`config.mk`:
```
export PLATFORM = sky130hd
export DESIGN_NAME = sipo_buf_drain
export DESIGN_NICKNAME = d
export VERILOG_FILES = /design/src/rtl/sipo_buf_drain.sv
export SDC_FILE = /design/constraint.sdc
export NUM_CORES = 1
export LEC_CHECK = 0
export ABC_AREA = 1
export ABC_CLOCK_PERIOD_IN_PS = 2700
export BUFFER_PORTS_ARGS = -buffer_cell sky130_fd_sc_hd__buf_2
export CORE_ASPECT_RATIO = 0.5
export CORE_MARGIN = 2
export CORE_UTILIZATION = 45
export DETAILED_ROUTE_END_ITERATION = 10
export MAX_ROUTING_LAYER = met4
export PLACE_DENSITY = 0.84
export SLEW_MARGIN = 0
export SYNTH_ARGS = -nofsm -noshare
export SYNTH_HDL_FRONTEND = slang
export SYNTH_SLANG_ARGS = --single-unit
```
`constraint.sdc`:
```
create_clock -name clk -period 2.7 [get_ports clk]
set_clock_uncertainty 0.1 [all_clocks]
set_input_delay 0.405 -clock clk [delete_from_list [all_inputs] [get_ports clk]]
set_output_delay 0.405 -clock clk [all_outputs]
set_load 0.01 [all_outputs]
```
`src/rtl/sipo_buf_drain.sv`:
```
// Readout controller for the SIPO capture buffer: rewinds the buffer address,
// reads the requested words in order and streams them out on valid/ready.
module sipo_buf_drain #(
    parameter int WIDTH = 32,
    parameter int DEPTH = 64
) (
    input  logic             clk,
    input  logic             reset,
    input  logic             start,
    input  logic             abort,
    input  logic [6:0]       nwords,
    output logic             busy,
    output logic             done,
    output logic             buf_addrclr,
    output logic             buf_cnten,
    output logic             buf_ren,
    input  logic [WIDTH-1:0] buf_dout,
    output logic [WIDTH-1:0] m_data,
    output logic             m_valid,
    input  logic             m_ready,
    output logic [2:0]       dbg_state
);

    // Stream handshake: a word transfers on a rising edge where m_valid and
    // m_ready are both high; m_valid never waits on m_ready and m_data is held
    // stable while m_valid is high and m_ready is low.

    typedef enum logic [2:0] {
        ST_IDLE  = 3'd0,
        ST_CLR   = 3'd1,
        ST_READ  = 3'd2,
        ST_CAP   = 3'd3,
        ST_VALID = 3'd4,
        ST_DONE  = 3'd5
    } state_t;

    localparam logic [6:0] LP_DEPTH = 7'(DEPTH);

    state_t           r_state;
    state_t           w_next;
    logic [6:0]       r_remaining;
    logic [WIDTH-1:0] r_m_data;
    logic [6:0]       w_nwords_clamped;
    logic             w_start_ok;
    logic             w_handshake;

    assign w_nwords_clamped = (nwords > LP_DEPTH) ? LP_DEPTH : nwords;
    assign w_start_ok       = (r_state == ST_IDLE) && start && !abort;
    assign w_handshake      = (r_state == ST_VALID) && m_ready && !abort;

    always_ff @(posedge clk or negedge reset) begin
        if (!reset) begin
            r_state <= ST_IDLE;
        end else begin
            r_state <= w_next;
        end
    end

    always_comb begin
        w_next = r_state;
        if (abort && (r_state != ST_IDLE)) begin
            w_next = ST_IDLE;
        end else begin
            case (r_state)
                ST_IDLE: begin
                    if (w_start_ok) begin
                        w_next = (nwords == 7'd0) ? ST_DONE : ST_CLR;
                    end
                end
                ST_CLR:   w_next = ST_READ;
                ST_READ:  w_next = ST_CAP;
                ST_CAP:   w_next = ST_VALID;
                ST_VALID: begin
                    if (m_ready) begin
                        w_next = (r_remaining == 7'd1) ? ST_DONE : ST_READ;
                    end
                end
                ST_DONE:  w_next = ST_IDLE;
                default:  w_next = ST_IDLE;
            endcase
        end
    end

    always_comb begin
        busy        = (r_state != ST_IDLE);
        done        = (r_state == ST_DONE);
        buf_addrclr = (r_state == ST_CLR);
        buf_ren     = (r_state == ST_READ);
        buf_cnten   = (r_state == ST_CAP);
        m_valid     = (r_state == ST_VALID);
        m_data      = r_m_data;
        dbg_state   = r_state;
    end

    always_ff @(posedge clk or negedge reset) begin
        if (!reset) begin
            r_remaining <= 7'd0;
        end else if (w_start_ok && (nwords != 7'd0)) begin
            r_remaining <= w_nwords_clamped;
        end else if (w_handshake) begin
            r_remaining <= r_remaining - 7'd1;
        end
    end

    // Buffer read data is valid during CAP, one cycle after the READ strobe.
    always_ff @(posedge clk or negedge reset) begin
        if (!reset) begin
            r_m_data <= '0;
        end else if ((r_state == ST_CAP) && !abort) begin
            r_m_data <= buf_dout;
        end
    end

endmodule
```
==> After elaboration in Yosys (flattened, before gate mapping) <==
Cells that the tools add are included.
W data, S select, Z words.
{ "op_classes": {"magnitude_cmp": 1, "n_addsub": 1, "muxes": 9, "eq_ne": 8, "n_reduce_logical": 14} }
{ "op_table": {"columns": ["operator", "count"], "rows": [
  ["$mux W7", 3],
  ["$mux W3", 5],
  ["$pmux W3 S5", 1],
  ["$eq A7 B1 Y1 const B", 1],
  ["$gt A7 B7 Y1 const B", 1],
  ["$logic_and A1 B1 Y1", 7],
  ["$logic_not A7 Y1", 1],
  ["$reduce_bool A7 Y1", 1],
  ["$sub A7 B1 Y7 const B", 1],
  ["$eq A3 B2 Y1 const B", 2],
  ["$eq A3 B3 Y1 const B", 2],
  ["$eq A3 B1 Y1 const B", 1],
  ["$logic_not A3 Y1", 1],
  ["$ne A3 B1 Y1 const B", 1],
  ["$ne A3 B2 Y1 const B", 1],
  ["$reduce_bool A3 Y1", 1],
  ["$reduce_and A2 Y1", 1],
  ["$reduce_bool A2 Y1", 1],
  ["$logic_not A1 Y1", 1]
]} }
{ "totals": {"reg_bits": 42} }

==> Longest topological paths before layout <==
Gate-level depths: netlist (run 1).
{ "logic_depth": {"word_depth": 6, "depth_mapped": 9, "ltp_nobuf": 9} }

==> Worst setup path before layout (run 1) <==
No wires, ideal clock.
{ "synth_path": {"path_kind": "register to register", "start": "reg r_state[2], in the netlist dbg_state[2]", "end": "reg r_m_data[0], in the netlist m_data[0]", "synth_period_minus_slack_ns": 1.476, "arrival_ns": 1.251, "stages_incl_launch_ff": 7, "setup_time_ns": 0.125, "setup_slack_ns": 1.224, "path_buffers": 1, "t_required_ns": 2.475, "cell_sequence": "dfrtp_1 > inv_4 > nand3_4 > inv_4 > nand2_8 > buf_12 > mux2_4"} }
{ "synth_between": {"elab_chain_cells": 2} }
{ "synth_rtl": {"columns": ["item", "line", "rtl"], "rows": [
  ["start: declaration", "39", "state_t r_state;"],
  ["start signal: assignment", "55", "r_state <= w_next;"],
  ["$eq A3 B2 Y1", null, null],
  ["named net buf_cnten", "15", "output logic buf_cnten,"],
  ["$logic_and A1 B1 Y1", "109", "end else if ((r_state == ST_CAP) && !abort) begin"],
  ["end signal: assignment", "110", "r_m_data <= buf_dout;"],
  ["end: declaration", "42", "logic [WIDTH-1:0] r_m_data;"]
]} }
The timed path passes the listed nets, and every way through them passes these cells.
A chain may end at the register's enable or synchronous reset.

==> Worst setup path after layout (run 1) <==
{ "layout_path": {"start": "reg r_state[1], in the netlist dbg_state[1]", "end": "out m_valid"} }
{ "layout_between": {"elab_chain_cells": 1} }
{ "layout_rtl": {"columns": ["item", "line", "rtl"], "rows": [
  ["$eq A3 B3 Y1", "90", "m_valid = (r_state == ST_VALID);"],
  ["end: declaration", "19", "output logic m_valid,"]
]} }
Every way passes these cells.

==> flow_summary.json, run 1 <==
{
  "cpPeakStageDelay_ns": 0.46,
  "core_sq_um": 4840,
  "period_share": 0.672,
  "synth_top_area_frac": 0.472,
  "leakagePower_nw": 1.61,
  "layout.nets": 342,
  "r2r_cells": 5,
  "cts_tree": "done",
  "pin_count": 85,
  "crit_fanout": 6,
  "setup_tns_ns": 0,
  "dp_hpwl_mm": 3.62,
  "grt_max_degree": 43,
  "ff_latch_area_sq_um": 1050,
  "dieArea_sq_um": 5560,
  "worstReg2RegStart": "dbg_state[2]",
  "cp.required_ns": 2.19,
  "final_cell_mix": "buf_2, nand2_1, dfrtp_1",
  "maxCapViolCount": 0,
  "postCtsResizedCells": 0,
  "crit_family": "flip-flops",
  "drive_gt1_frac": 0.461,
  "dpl_cell_area_sq_um": 2670,
  "initial_core_util": 0.460,
  "layout_commonest_cell": "buf_2",
  "die_h_um": 53.7,
  "ctsHoldBuffers": 0,
  "dr.pass1.iters": 4,
  "wl_per_cell_um": 12.7,
  "setup-violations-final": 0,
  "drcViolationCount": 0,
  "syn_inst": 208,
  "rows": 18,
  "power_density_nw_per_um2": 994,
  "synth_top_cell_by_area": "dfrtp_1",
  "multi_input_area_sq_um": 998,
  "endpoint_kind": "output pin",
  "worst-path-buf-inv": 2,
  "status": "complete, no violations",
  "path_clk_slew_ns": 0.08,
  "finalMaxSlewViolations": 0,
  "tightest_slew_ns": 0.912,
  "hold_slack_ns": 0.149,
  "path_cells": "inv_1 -> nand2_1 -> nor2_4 -> buf_2",
  "min_period_ns": 1.82,
  "yosysUniqueCellTypes": 24,
  "place.gp.congestion": 0.831,
  "finalHoldViolations": 0,
  "diodes": 0,
  "max_freq_mhz": 551,
  "slowest_stage": "dfrtp_1",
  "syn_nets": 254,
  "cts_buffers": 5,
  "cts_max_path_buffers": 2,
  "h-tree-depth": 2,
  "yosysWarnings": 0,
  "hp-class": "input pin to async pin",
  "synth_area_sq_um": 2230,
  "wirelength_mm": 4.67,
  "startpoint_type": "flip-flop",
  "rsz0062_at_grt": "no",
  "antenna_found_initial": 0,
  "syn_to_final_growth_pct": 24.4,
  "timing.rr.end": "m_data[1]",
  "cts_root_buffer": "clkbuf_8",
  "grt-ovfl-total": 0,
  "fillers": 410,
  "synth_area_per_cell_sq_um": 10.7,
  "slew_headroom": 0.392,
  "vias": 1702,
  "yosys-top-cells-area": "dfrtp_1, mux2_4, nand2_1",
  "critical_path_class": "flip-flop to output pin",
  "first_global_vias": 1562,
  "grt_pass1_wl_mm": 7.03,
  "portBuffers": 84,
  "vdd_drop_max_mv": 0.341,
  "cts.sinks": 42,
  "design_area_sq_um": 2770,
  "cp.arrival_ns": 1.31,
  "drtIter0Drc": 55,
  "ys_ff_latch": 42,
  "postRouteAntennaNets": 0,
  "final_core_util": 0.572,
  "seq_area_frac_synth": 0.472,
  "track_usage": 0.170,
  "die_x_um": 103,
  "postCtsSetupRepairBufs": 0,
  "worstSkewPairLatency_ns": 0.28,
  "reg2reg_slack_ns": 1.11,
  "via_per_inst": 4.64
}
[metrics by stage]
step	instances	worst slack, ns	power [mW]
floorplan	208	1.22	1.91
global placement	359	1.16	2.28
detailed placement	359	1.12	2.35
CTS	367	0.889	2.77
global route	367	0.786	2.95
finish	367	0.884	2.75
[cell type report]
class,instances,share of cell area
clock buffers,6,0.0298
multi-input cells,137,0.361
inverters,26,0.0420
repair buffers,84,0.152
flip-flops and latches,42,0.380
clock inverters,2,0.00452
well taps,70,0.0316
[worst max-delay path by stage]
| stage | from | end | slack (ns) | cells after the start |
|---|---|---|---|---|
| after global routing | dbg_state[1] | m_valid | 0.79 | 4 |
| after global placement | abort | m_data[13] | 1.16 | 4 |
| after detailed placement | abort | r_remaining[3] | 1.12 | 9 |
| after floorplan | dbg_state[2] | m_data[0] | 1.22 | 6 |
| after CTS | dbg_state[1] | m_valid | 0.89 | 4 |
| final | dbg_state[1] | m_valid | 0.88 | 4 |
[state kept, by name, summed over array words and instances (netlist names)]
signal / count
dbg_state: 3
r_remaining: 7
m_data: 32
[synth_stat cells]
master	number
or2_0	1
nand2_2	1
nor2_1	13
nor3_1	2
inv_4	2
o21ai_0	2
nand3b_1	1
nand2_4	1
nor2_4	2
nand2_8	1
ha_1	2
dfrtp_1	42
buf_12	3
bufinv_8	1
mux2_4	30
o21ai_1	2
inv_1	20
inv_2	3
nand4_1	2
nand3_1	19
a21oi_1	2
mux2_2	2
nand2_1	52
nand3_4	2
[metal layers]
layer,track usage,vias up,part of all wire
met5,-,-,0
met4,0.0329,0,0.0056
met3,0.0325,4,0.034
met2,0.301,41,0.52
met1,0.207,815,0.44
li1,-,842,-
[logic make-up (layout without fill, tap and decap cells)]
logic type / after synthesis / after routing / synth area share
AND/OR/NAND/NOR: 97 / 97 / 0.211
flip-flops: 42 / 42 / 0.472
multiplexers: 32 / 32 / 0.212
buffers and inverters: 29 / 118 / 0.0793
AO/OA/AOI/OAI: 6 / 6 / 0.0135
adder cells (fa/ha/maj): 2 / 2 / 0.0112
[power breakdown]
group / total (mW) / internal [mW] / leakage (nW) / switching [mW]
registers: 1.10 / 0.905 / 0.528 / 0.196
logic: 1.24 / 0.626 / 1.04 / 0.613
clock network: 0.413 / 0.206 / 0.0472 / 0.207
total: 2.75 / 1.74 / 1.61 / 1.02
Power figures use the tool's default switching activity.
==> run 2, diff against run 1 <==
--- a/config.mk
+++ b/config.mk
@@ -6,14 +6,14 @@
 export NUM_CORES = 1
 export LEC_CHECK = 0
 export ABC_AREA = 1
-export ABC_CLOCK_PERIOD_IN_PS = 2700
+export ABC_CLOCK_PERIOD_IN_PS = 1600
 export BUFFER_PORTS_ARGS = -buffer_cell sky130_fd_sc_hd__buf_2
 export CORE_ASPECT_RATIO = 0.5
 export CORE_MARGIN = 2
-export CORE_UTILIZATION = 45
+export CORE_UTILIZATION = 44
 export DETAILED_ROUTE_END_ITERATION = 10
 export MAX_ROUTING_LAYER = met4
-export PLACE_DENSITY = 0.84
+export PLACE_DENSITY = 0.86
 export SLEW_MARGIN = 0
 export SYNTH_ARGS = -nofsm -noshare
 export SYNTH_HDL_FRONTEND = slang
==> constraint.sdc (replaced) <==
create_clock -name clk -period 1.6 [get_ports clk]
set_clock_uncertainty 0.1 [all_clocks]
set_input_delay 0.24 -clock clk [delete_from_list [all_inputs] [get_ports clk]]
set_output_delay 0.24 -clock clk [all_outputs]
set_load 0.01 [all_outputs]
==> run 2 against run 1 <==
Against the previous run: design area is 2.2% higher; non-clock buffer count rose by 3; total power is 73% higher; cell count up 0.82%; hold slack lost 0.071 ns; sequential share of layout area is 0.72 points lower; sequential cell count unchanged; global-route usage down 1.0 points; register-to-register slack worse by 1.0 ns; first-iteration DRC count down 11%.
==> flow_summary.json, run 2 (same netlist as run 1, synthesis figures left out) <==
{
  "cts_max_path_buffers": 2,
  "dp_hpwl_mm": 3.54,
  "dr_wl_met3_um": 179,
  "grt-ovfl-total": 0,
  "dieArea_sq_um": 5680,
  "drtIter0Drc": 49,
  "min_from": "buf_dout[0]",
  "cts_tree": "done",
  "ff_latch_area_sq_um": 1050,
  "finalWorstSetupSlack_ns": 0.0760,
  "min_period_ns": 1.52,
  "grt_pass1_wl_mm": 6.93,
  "post-place-ws_ns": 0.0758,
  "m1WireLength_mm": 1.97,
  "postRouteAntennaNets": 0,
  "die_x_um": 105,
  "path_clk_slew_ns": 0.08,
  "h-tree-depth": 2,
  "cp.arrival_ns": 1.59,
  "status": "complete, no violations",
  "first_global_vias": 1583,
  "rsz0062_at_grt": "no",
  "cts.sinks": 42,
  "critPathLaunch": "dbg_state[2]",
  "crit_fanout": 32,
  "tightest_slew_ns": 0.497,
  "rows": 18,
  "maxCapViolCount": 0,
  "finalHoldViolations": 0,
  "syn_to_final_growth_pct": 27.1,
  "grt_max_degree": 33,
  "cp.required_ns": 1.67,
  "top_layer_used": "met4",
  "layout.nets": 345,
  "power_density_nw_per_um2": 1680,
  "max_freq_mhz": 656,
  "worstSkewPairLatency_ns": 0.28,
  "cts_root_buffer": "clkbuf_8",
  "worstReg2RegStart": "dbg_state[2]",
  "diodes": 0,
  "critical_path_class": "flip-flop to flip-flop",
  "initial_core_util": 0.453,
  "drive_gt1_frac": 0.473,
  "die_h_um": 54.3,
  "fillers": 440,
  "wirelength_mm": 4.52,
  "layout_commonest_cell": "buf_2",
  "setup_tns_ns": 0,
  "hp-class": "input pin to flip-flop",
  "cts_buffers": 5,
  "portBuffers": 84,
  "largest_register_ff_count": 32,
  "startpoint_type": "flip-flop",
  "pin_count": 85,
  "wl_per_cell_um": 12.2,
  "endpoint_kind": "flip-flop",
  "finalMaxSlewViolations": 0,
  "track_usage": 0.159,
  "core_sq_um": 4910,
  "place.gp.congestion": 0.846,
  "antenna_found_initial": 0,
  "slew_headroom": 0.669,
  "setup-violations-final": 0,
  "vdd_drop_max_mv": 0.609,
  "final_cell_mix": "buf_2, nand2_1, dfrtp_1",
  "vias": 1670,
  "wl_met2_mm": 2.34,
  "drcViolationCount": 0,
  "leakagePower_nw": 1.64,
  "dr.pass1.iters": 4,
  "multi_input_area_sq_um": 1000,
  "period_share": 0.953,
  "via_per_inst": 4.51
}
==> run 2: area by class of cell <==
type                       instances  share of cell area
multi-input combinational        137               0.355
clock inverter                     2              0.0133
tap                               70              0.0310
inverter                          26              0.0411
timing repair buffer              87               0.162
clock buffer                       6              0.0257
sequential                        42               0.372
==> run 2: layer usage <==
metal / track usage / vias up
met5: - / -
met4: 0.0467 / 0
met3: 0.0333 / 2
met2: 0.301 / 31
met1: 0.180 / 786
li1: - / 851
==> run 2: metrics by stage <==
step,hold WS [ns],area [sq um],util,power (mW),cells
finish,0.0781,2830,0.576,4.76,370
global route,0.0636,2830,0.576,5.12,370
CTS,0.0681,2820,0.575,4.79,370
detailed placement,0.134,2690,0.549,3.95,360
global placement,0.122,2690,0.549,3.85,360
floorplan,-0.156,2230,-,3.23,208
==> run 2: what timing repair did <==
item / 4_1_cts / 5_1_grt
resized for setup: 2 / 2
hold endpoints to repair: 20 / 0
hold buffers: 1 / 0
setup endpoints to repair: 1 / 5
pin swaps: 1 / 0
buffers inserted: 1 / 0
==> run 2: where the power goes <==
| part | internal, mW | switching, mW | total (mW) | leakage, nW |
|---|---|---|---|---|
| sequential | 1.53 | 0.326 | 1.86 | 0.526 |
| combinational | 1.07 | 1.01 | 2.08 | 1.06 |
| clock | 0.466 | 0.356 | 0.821 | 0.0514 |
==> run 2: worst paths after layout <==
kind / endpoint / cells past startpoint / slack, ns
worst max-delay path: m_data[10] / 5 / 0.08
worst min-delay path: m_data[0] / 2 / 0.08
worst max register to register: m_data[10] / 5 / 0.08
worst min register to register: m_data[12] / 1 / 0.41
max in group asynchronous: dbg_state[1] / 3 / 0.55
min in group asynchronous: m_data[7] / 2 / 0.34
==> run 2: critical path, stage by stage, from the launching register on <==
cell and delay [ns]:
dfrtp_1 0.43, inv_4 0.13, nand3_4 0.09, inv_4 0.09, nand2_8 0.20, mux2_4 0.37
==> run 3, diff against run 2 <==
--- a/config.mk
+++ b/config.mk
@@ -5,15 +5,14 @@
 export SDC_FILE = /design/constraint.sdc
 export NUM_CORES = 1
 export LEC_CHECK = 0
-export ABC_AREA = 1
 export ABC_CLOCK_PERIOD_IN_PS = 1600
 export BUFFER_PORTS_ARGS = -buffer_cell sky130_fd_sc_hd__buf_2
 export CORE_ASPECT_RATIO = 0.5
 export CORE_MARGIN = 2
-export CORE_UTILIZATION = 44
+export CORE_UTILIZATION = 42
 export DETAILED_ROUTE_END_ITERATION = 10
 export MAX_ROUTING_LAYER = met4
-export PLACE_DENSITY = 0.86
+export PLACE_DENSITY = 0.85
 export SLEW_MARGIN = 0
 export SYNTH_ARGS = -nofsm -noshare
 export SYNTH_HDL_FRONTEND = slang
==> run 3 against run 2 <==
Against the previous run: sequential share of layout area down 1.0 points; global-route usage up 3.6 points; register-to-register slack worse by 0.37 ns; hold slack better by 0.0011 ns; cell count down 14%; highest routed layer unchanged; the run now ends with negative setup slack left.
==> flow_summary.json, run 3 <==
{
  "synth_area_per_cell_sq_um": 12.9,
  "synthArstFlopShare": 1.00,
  "drive_gt1_frac": 0.631,
  "critical_path_class": "flip-flop to flip-flop",
  "setup-violations-final": 44,
  "min_period_ns": 1.89,
  "finalMaxSlewViolations": 0,
  "largest_register_ff_count": 32,
  "finalWorstSetupSlack_ns": -0.291,
  "first_global_vias": 1643,
  "synth-adder-area-share": 0.0131,
  "crit_family": "simple AND/OR/NAND/NOR gates",
  "crit_fanout": 5,
  "cts_buffers": 5,
  "synth.area.mux_share": 0.188,
  "synth_top_area_frac": 0.549,
  "syn_nets": 195,
  "cpPeakStageDelay_ns": 0.42,
  "maxCapViolCount": 0,
  "power_density_nw_per_um2": 1420,
  "yosysUniqueCellTypes": 39,
  "period_share": 1.18,
  "cts.sinks": 42,
  "slowest_stage": "or3b_4",
  "cts_root_buffer": "clkbuf_8",
  "synth_edf_count": 0,
  "dr.pass1.iters": 4,
  "endpoint_kind": "flip-flop",
  "final_cell_mix": "buf_2, dfrtp_1, mux2_2",
  "dp_hpwl_mm": 3.39,
  "yosys-top-cells-area": "dfrtp_1, mux2_2, xor2_1",
  "synth_top_family_by_area": "multiplexers",
  "syn_to_final_growth_pct": 51.5,
  "worst-path-buf-inv": 1,
  "diodes": 0,
  "die_x_um": 99.5,
  "yosys.area_share.simple": 0.119,
  "dieArea_sq_um": 5150,
  "wirelength_mm": 4.99,
  "core_sq_um": 4380,
  "synth_flop_cell": "dfrtp_1",
  "post-place-ws_ns": -0.372,
  "yosysWarnings": 0,
  "via_per_inst": 5.13,
  "pin_count": 85,
  "synth-xor-area-share": 0.0229,
  "grt_max_degree": 43,
  "max_freq_mhz": 529,
  "wl_per_cell_um": 15.7,
  "initial_core_util": 0.437,
  "drtIter0Drc": 66,
  "synth.most_common_cell": "dfrtp_1",
  "die_h_um": 51.8,
  "track_usage": 0.196,
  "violations": "negative setup slack",
  "leakagePower_nw": 1.43,
  "postRouteAntennaNets": 0,
  "vias": 1626,
  "tightest_slew_ns": 0.507,
  "cts_tree": "done",
  "status": "finished, violations left",
  "startpoint_type": "flip-flop",
  "synth_area_sq_um": 1920,
  "drcViolationCount": 0,
  "synth_top_cell_by_area": "dfrtp_1",
  "worstSkewPairLatency_ns": 0.29,
  "path_cells": "or3_4 -> or3b_4 -> buf_6 -> o211ai_1 -> o221ai_1",
  "ys_ff_latch": 42,
  "antenna_found_initial": 0,
  "finalHoldViolations": 0,
  "rsz0062_at_grt": "yes",
  "synth_common_cells": "dfrtp_1, mux2_2, a21oi_1, buf_2, inv_1",
  "cp.required_ns": 1.65,
  "portBuffers": 84,
  "vdd_drop_max_mv": 0.781,
  "layout.nets": 305,
  "syn_inst": 149,
  "fillers": 339,
  "grt_pass1_wl_mm": 7.60,
  "place.gp.congestion": 0.848,
  "cp.arrival_ns": 1.94,
  "setup_tns_ns": -5.84,
  "rows": 17,
  "hp-class": "input pin to flip-flop",
  "slew_headroom": 0.662,
  "cts_max_path_buffers": 2,
  "grt-ovfl-total": 0,
  "layout_commonest_cell": "buf_2",
  "synth_compound_gate_area_share": 0.0797,
  "h-tree-depth": 2,
  "final_core_util": 0.662,
  "path_clk_slew_ns": 0.08,
  "seq_area_frac_synth": 0.549
}
==> run 3: cell count changes after synthesis, sizes merged, moves of 3 or more <==
cell and delta:
nand2 -51, nand3 -19, a21oi +3, a211oi +4, nor2 -12, xor2 +4
inv -20, o21ai -4, nor3b +5, clkbuf +3
==> run 3: cell families after synthesis <==
group / Yosys count
simple gates: 34
mux: 32
flops: 42
fa+ha+maj: 2
compound gates: 21
buf+inv: 13
xor+xnor: 5
==> run 3: worst paths after layout <==
path	from	endpoint	slack, ns	depth (start not counted)
worst min register to register	m_data[2]	m_data[2]	0.41	1
min in group asynchronous	reset	m_data[17]	0.44	3
worst min-delay path	buf_dout[7]	m_data[7]	0.08	2
max in group asynchronous	reset	m_data[0]	0.60	3
worst max-delay path	dbg_state[0]	r_remaining[6]	-0.29	5
worst max register to register	dbg_state[0]	r_remaining[6]	-0.29	5
==> run 3: cell type report <==
class,instances,area (sq um),share of cell area
clock inverter,3,40.0,0.0138
inverter,5,18.8,0.00647
tap,57,71.3,0.0246
multi-input combinational,94,887,0.306
sequential,42,1050,0.362
timing repair buffer,111,766,0.264
clock buffer,5,68.8,0.0237
==> run 3: what timing repair did <==
action                                  CTS  global route
setup buffers                             7             1
resized for setup                        17            10
pin swaps                                 3             3
gates cloned                              3             1
hold endpoints to repair                 42             0
endpoints found under the setup margin   44            47
hold buffers                              1             0
==> run 3: metrics by stage <==
stage	hold slack [ns]	instance area (sq um)	total power [mW]	instances
floorplan	-0.156	1980	2.52	149
global placement	0.220	2510	3.10	296
detailed placement	0.236	2510	3.18	296
CTS	0.0740	2820	4.09	315
global route	0.0723	2900	4.38	317
finish	0.0792	2900	4.14	317
==> run 3: report_power, final <==
group	total [mW]	internal, mW	switching, mW
Combinational	1.57	0.861	0.712
Clock	0.822	0.460	0.362
Sequential	1.74	1.50	0.243
==> run 3: per-layer routing <==
metal	wire length, um	global-route usage	vias up	part of all wire
met5	0	-	-	0
met4	21	0.0525	0	0.0042
met3	143	0.0309	2	0.029
met2	2640	0.356	35	0.53
met1	2190	0.233	819	0.44
li1	-	-	770	-
==> run 3: worst reg2reg max path: cells and delay by family (launching register included) <==
family	cells	cell delay (ns)
AO/OA/AOI/OAI	2	0.31
AND/OR/NAND/NOR	2	0.81
flip-flops	1	0.39
buffers and inverters	1	0.15
